**src/rtl/dbg_run_controller.sv**
```systemverilog
// dbg_run_controller
//   Sequences the debug core's run/halt/step/reset behaviour in the sys_clk
//   domain. Command strobes arrive as single-cycle pulses from the TAP-side
//   synchronizers. All outputs are registered; clk_en feeds an external
//   negedge clock-gate latch.
//
//   Optional feature macro: DBG_BREAKPOINT_EN
//     defined   -> bp_hit halts RUN / ends STEP early, adds output bp_halted
//     undefined -> bp_hit is ignored and bp_halted does not exist
//
// Ports
//   sys_clk     in   system clock, posedge
//   reset       in   synchronous active-high reset
//   cmd_halt    in   halt strobe
//   cmd_step    in   step strobe
//   cmd_resume  in   resume strobe
//   cmd_reset   in   logic-reset strobe
//   step_count  in   cycles to step, sampled on an accepted cmd_step
//   bp_hit      in   breakpoint match (optional feature only)
//   clk_en      out  core clock enable
//   halted      out  state is HALT
//   busy        out  state is STEP or RESET
//   step_done   out  one-cycle pulse on STEP -> HALT completion
//   dm_reset    out  debug-module / core reset
//   bp_halted   out  halt was caused by a breakpoint (optional feature only)

module dbg_run_controller #(
  parameter int unsigned CNT_W      = 8,
  parameter int unsigned RST_CYCLES = 4,
  parameter bit          RST_HALT   = 1'b0
) (
  input  logic             sys_clk,
  input  logic             reset,
  input  logic             cmd_halt,
  input  logic             cmd_step,
  input  logic             cmd_resume,
  input  logic             cmd_reset,
  input  logic [CNT_W-1:0] step_count,
  input  logic             bp_hit,
  output logic             clk_en,
  output logic             halted,
  output logic             busy,
  output logic             step_done,
`ifdef DBG_BREAKPOINT_EN
  output logic             bp_halted,
`endif
  output logic             dm_reset
);

  localparam int unsigned RST_W = $clog2(RST_CYCLES + 1);
  localparam logic [RST_W-1:0] RST_LOAD = RST_W'(RST_CYCLES);

  typedef enum logic [1:0] {
    ST_RUN   = 2'd0,
    ST_HALT  = 2'd1,
    ST_STEP  = 2'd2,
    ST_RESET = 2'd3
  } state_t;

  state_t             state;
  logic [CNT_W-1:0]   step_cnt;
  logic [RST_W-1:0]   rst_cnt;
  logic               bp_in;

`ifdef DBG_BREAKPOINT_EN
  assign bp_in = bp_hit;
`else
  // Breakpoint input is inert in this build; constant folds the logic away.
  logic unused_bp;
  assign bp_in     = 1'b0;
  assign unused_bp = bp_hit;
`endif

  // Main sequencer: state, counters and all registered outputs.
  always_ff @(posedge sys_clk) begin
    if (reset) begin
      state     <= ST_RUN;
      step_cnt  <= '0;
      rst_cnt   <= '0;
      clk_en    <= 1'b1;
      halted    <= 1'b0;
      busy      <= 1'b0;
      step_done <= 1'b0;
      dm_reset  <= 1'b0;
    end else begin
      step_done <= 1'b0;
      if (cmd_reset) begin
        // Highest priority from any state; in RESET this re-loads the counter.
        state    <= ST_RESET;
        rst_cnt  <= RST_LOAD;
        step_cnt <= '0;
        clk_en   <= 1'b1;
        halted   <= 1'b0;
        busy     <= 1'b1;
        dm_reset <= 1'b1;
      end else begin
        case (state)
          ST_RUN: begin
            if (cmd_halt || bp_in) begin
              state  <= ST_HALT;
              clk_en <= 1'b0;
              halted <= 1'b1;
            end
          end

          ST_HALT: begin
            if (cmd_halt) begin
              // No-op; also masks lower-priority strobes this cycle.
            end else if (cmd_resume) begin
              state  <= ST_RUN;
              clk_en <= 1'b1;
              halted <= 1'b0;
            end else if (cmd_step) begin
              state    <= ST_STEP;
              step_cnt <= (step_count == '0) ? CNT_W'(1) : step_count;
              clk_en   <= 1'b1;
              halted   <= 1'b0;
              busy     <= 1'b1;
            end
          end

          ST_STEP: begin
            if (cmd_halt) begin
              // Abort: no completion pulse.
              state    <= ST_HALT;
              step_cnt <= '0;
              clk_en   <= 1'b0;
              busy     <= 1'b0;
              halted   <= 1'b1;
            end else if (cmd_resume) begin
              state    <= ST_RUN;
              step_cnt <= '0;
              busy     <= 1'b0;
            end else if (bp_in || step_cnt <= CNT_W'(1)) begin
              // Last enabled cycle (or breakpoint): complete into HALT.
              state     <= ST_HALT;
              step_cnt  <= '0;
              clk_en    <= 1'b0;
              busy      <= 1'b0;
              halted    <= 1'b1;
              step_done <= 1'b1;
            end else begin
              step_cnt <= step_cnt - CNT_W'(1);
            end
          end

          ST_RESET: begin
            if (rst_cnt <= RST_W'(1)) begin
              rst_cnt  <= '0;
              dm_reset <= 1'b0;
              busy     <= 1'b0;
              if (RST_HALT) begin
                state  <= ST_HALT;
                clk_en <= 1'b0;
                halted <= 1'b1;
              end else begin
                state  <= ST_RUN;
                clk_en <= 1'b1;
                halted <= 1'b0;
              end
            end else begin
              rst_cnt <= rst_cnt - RST_W'(1);
            end
          end

          default: begin
            state    <= ST_RUN;
            step_cnt <= '0;
            rst_cnt  <= '0;
            clk_en   <= 1'b1;
            halted   <= 1'b0;
            busy     <= 1'b0;
            dm_reset <= 1'b0;
          end
        endcase
      end
    end
  end

`ifdef DBG_BREAKPOINT_EN
  // Breakpoint-halt flag: set on a bp-caused entry to HALT, cleared on leaving HALT.
  always_ff @(posedge sys_clk) begin
    if (reset || cmd_reset) begin
      bp_halted <= 1'b0;
    end else begin
      case (state)
        ST_RUN:  if (!cmd_halt && bp_hit) bp_halted <= 1'b1;
        ST_HALT: if (!cmd_halt && (cmd_resume || cmd_step)) bp_halted <= 1'b0;
        ST_STEP: if (!cmd_halt && !cmd_resume && bp_hit) bp_halted <= 1'b1;
        default: bp_halted <= 1'b0;
      endcase
    end
  end
`endif

endmodule

```
**config.mk**
```make
export PLATFORM = sky130hd
export DESIGN_NAME = dbg_run_controller
export DESIGN_NICKNAME = d
export VERILOG_FILES = /design/src/rtl/dbg_run_controller.sv
export SDC_FILE = /design/constraint.sdc
export NUM_CORES = 1
export LEC_CHECK = 0
export CAP_MARGIN = 15
export CELL_PAD_IN_SITES_DETAIL_PLACEMENT = 1
export CELL_PAD_IN_SITES_GLOBAL_PLACEMENT = 2
export CORE_UTILIZATION = 30
export DETAILED_ROUTE_END_ITERATION = 16
export PLACE_DENSITY_LB_ADDON = 0.1
export SLEW_MARGIN = 20
export SYNTH_ARGS = -nofsm -noshare
export SYNTH_HDL_FRONTEND = slang
export SYNTH_SLANG_ARGS = --single-unit
```
**constraint.sdc**
```tcl
create_clock -name sys_clk -period 2.65 [get_ports sys_clk]
set_input_delay 0.53 -clock sys_clk [delete_from_list [all_inputs] [get_ports sys_clk]]
set_output_delay 0.53 -clock sys_clk [all_outputs]
set_load 0.03 [all_outputs]
```
==> run metrics <==
outcome complete, no violations; Die X 63.03 um; Worst Hold Margin 469.6 ps; max cap viols 0; setup tns final 0 ps; Cell variety after synth 49; Post-CTS Resized 0; Nets 174; prevailing post-synth register cell dfxtp_1; slowest CP cell or3_2; Post-Syn Area per Cell roughly 8.2 um^2; Area growth syn-to-layout 24.19%; min cycle time layout a little over 2000 ps; FFs w/ async S/R, synth 0%; DR vias/cell 5.410; Synth area leader dfxtp_1; synth warn 0; area of the die around 4000 um^2; worst setup path class flop to flop; vias in the first global route 1100; root buf cell clkbuf_8; total clock sinks 18; Pre-antenna DRT Iters 4; CP endpoint kind flop; antenna diode instance count 0; Power Density 492.9 nW/um^2; First DRT Iteration DRCs 45; Post CTS Setup Buffer Count 0; Die Y 63.03 um; final RePlAce weighted congestion 0.8148; Filler cells 440; crit-path cells inv_1 -> ha_1 -> nor2_1 -> nor4_4 -> or3_2 -> and3_1 -> o31a_1; most frequent cells in the layout dfxtp_1, clkdlybuf4s50_1, a21oi_1; CTS tree yes; overall routed net length 3.105 mm; hold violation total from the final report 0; post-synthesis cell count around 140; grt ovf 0; Worst-Skew Late Latency 260 ps; worst-path maximum fanout 5; fmax 481.7 MHz; final count of pins violating max slew 0; CP top delay family simple AND/OR/NAND/NOR gates; register bit total from synthesis 18; Post-synth EDFFs 0; post-route ant nets 0; HP Class flop to flop; # rows 21; core area 3442 um^2; first-pass GRT wire length approximately 5.4 mm; DRC Markers 0; starting density of the core between 30% and 40%; largest net degree at the start of global routing 13; Final setup violation count 0; sequential fraction of the synthesis area 32.25%; relative slew slack roughly 67%; Port Buffer Count 18; # hold bufs at CTS 0; post-synth top area share between 30% and 40%; share of cells above drive strength 1 12.99%; unrepaired setup endpoints after global routing no; Global Route Usage Sum 17.38%; initial antenna violation count 0; VDD IR max roughly 0.19 mV; Cell Area, Synth 1117 um^2; Bufs on Longest Clock Path 2; Worst setup SP type flop; Synth Net Count 155; final worst path period share 78.34%; CP Data Arrival Time 2240 ps; buffer and inverter count on the worst path 1; slowest stage delay, CP 440 ps; cts bufs inserted 3; Top Ports 20; Data required, critical path about 2800 ps; Pleak approximately 0.00052 uW; clock skew 6.867 ps; H-tree depth 1; post-detail-place hpwl 2.333 mm; routed len/inst 15.53 um; total vias in the final route 1082; Clock Pin Slew Worst Setup and Hold Paths about 80 ps; Worst-Margin Slew 487.6 ps; synth top area cells dfxtp_1, a21oi_1, ha_1, nor2_1, nand2_1
Yosys cell counts (all sizes together) (2+ instances only):
master and number:
a21oi 15, a32oi 2, o21a 2, nor4 3, nand3 2, buf 4, or2 2, or3 3
o22ai 4, o31a 2, o21bai 2, nor3 7, or4 2, nor3b 2, nand2 12, o21ai 6
dfxtp 18, ha 4, clkbuf 3, inv 7, and2 2, nor2 13
cells by family after synthesis:
kind of cell / count (synthesis) / share of synthesized area [%]
compound gates: 45 / 28.56
flops: 18 / 32.25
buf+inv: 14 / 6.383
fa+ha+maj: 4 / 4.479
simple gates: 55 / 28.33
routing by layer:
metal | global-route usage (%) | vias up | share of wire (%)
met5 | 0 | - | 0
met4 | 4.360 | 0 | 0.87
met3 | 2.372 | 2 | 2.5
met2 | 26.21 | 19 | 44
met1 | 25.55 | 525 | 53
li1 | - | 536 | -
report_power, final:
part | switching [uW] | internal (uW) | total [uW] | leakage [uW]
combinational | 76.8 | 70.6 | 147 | 0.000342
sequential | 17.1 | 283 | 300 | 0.000147
clock | 104 | 132 | 236 | 0.0000288
through the flow:
step	power [uW]	util, %	instances	cell area (um^2)	worst slack (ps)
final	683.9	40.31	200	1388	574.1
after global routing	720.6	40.31	200	1388	433.3
after CTS	686.4	40.31	200	1388	552.6
after detailed placement	453.7	38.71	196	1333	332.5
after global placement	451.6	38.71	196	1333	350.5
after floorplan	402.2	-	136	1117	743.8
worst min-delay path: stages, from the launching register on:
cell and delay [ps]:
dfxtp_1 320, nand2_1 60, o21bai_1 50
area by class of cell:
cell class	count	area, um^2	share of cell area (%)
sequential	18	360.3	25.97
inverter	7	26.28	1.894
timing repair buffer	21	202.7	14.61
clock buffer	4	55.05	3.968
tap	46	57.56	4.148
multi-input combinational	104	685.7	49.41
final timing paths:
| kind | start | to | slack (ps) | cells after the start |
|---|---|---|---|---|
| hold reg to reg | halted$_SDFFE_PP0P_ | halted$_SDFFE_PP0P_ | 470 | 2 |
| hold / removal | halted$_SDFFE_PP0P_ | halted$_SDFFE_PP0P_ | 470 | 2 |
| setup reg to reg | step_cnt[0]$_SDFFE_PP0P_ | state[0]$_SDFFE_PP0P_ | 570 | 7 |
| setup / recovery | step_cnt[0]$_SDFFE_PP0P_ | state[0]$_SDFFE_PP0P_ | 570 | 7 |
state kept, by name (all words and copies together) (netlist names):
signal	cells
halted	1
dm_reset	1
state	2
rst_cnt	3
clk_en	1
step_done	1
busy	1
step_cnt	8
No activity file was read; power rests on OpenSTA's default activity.
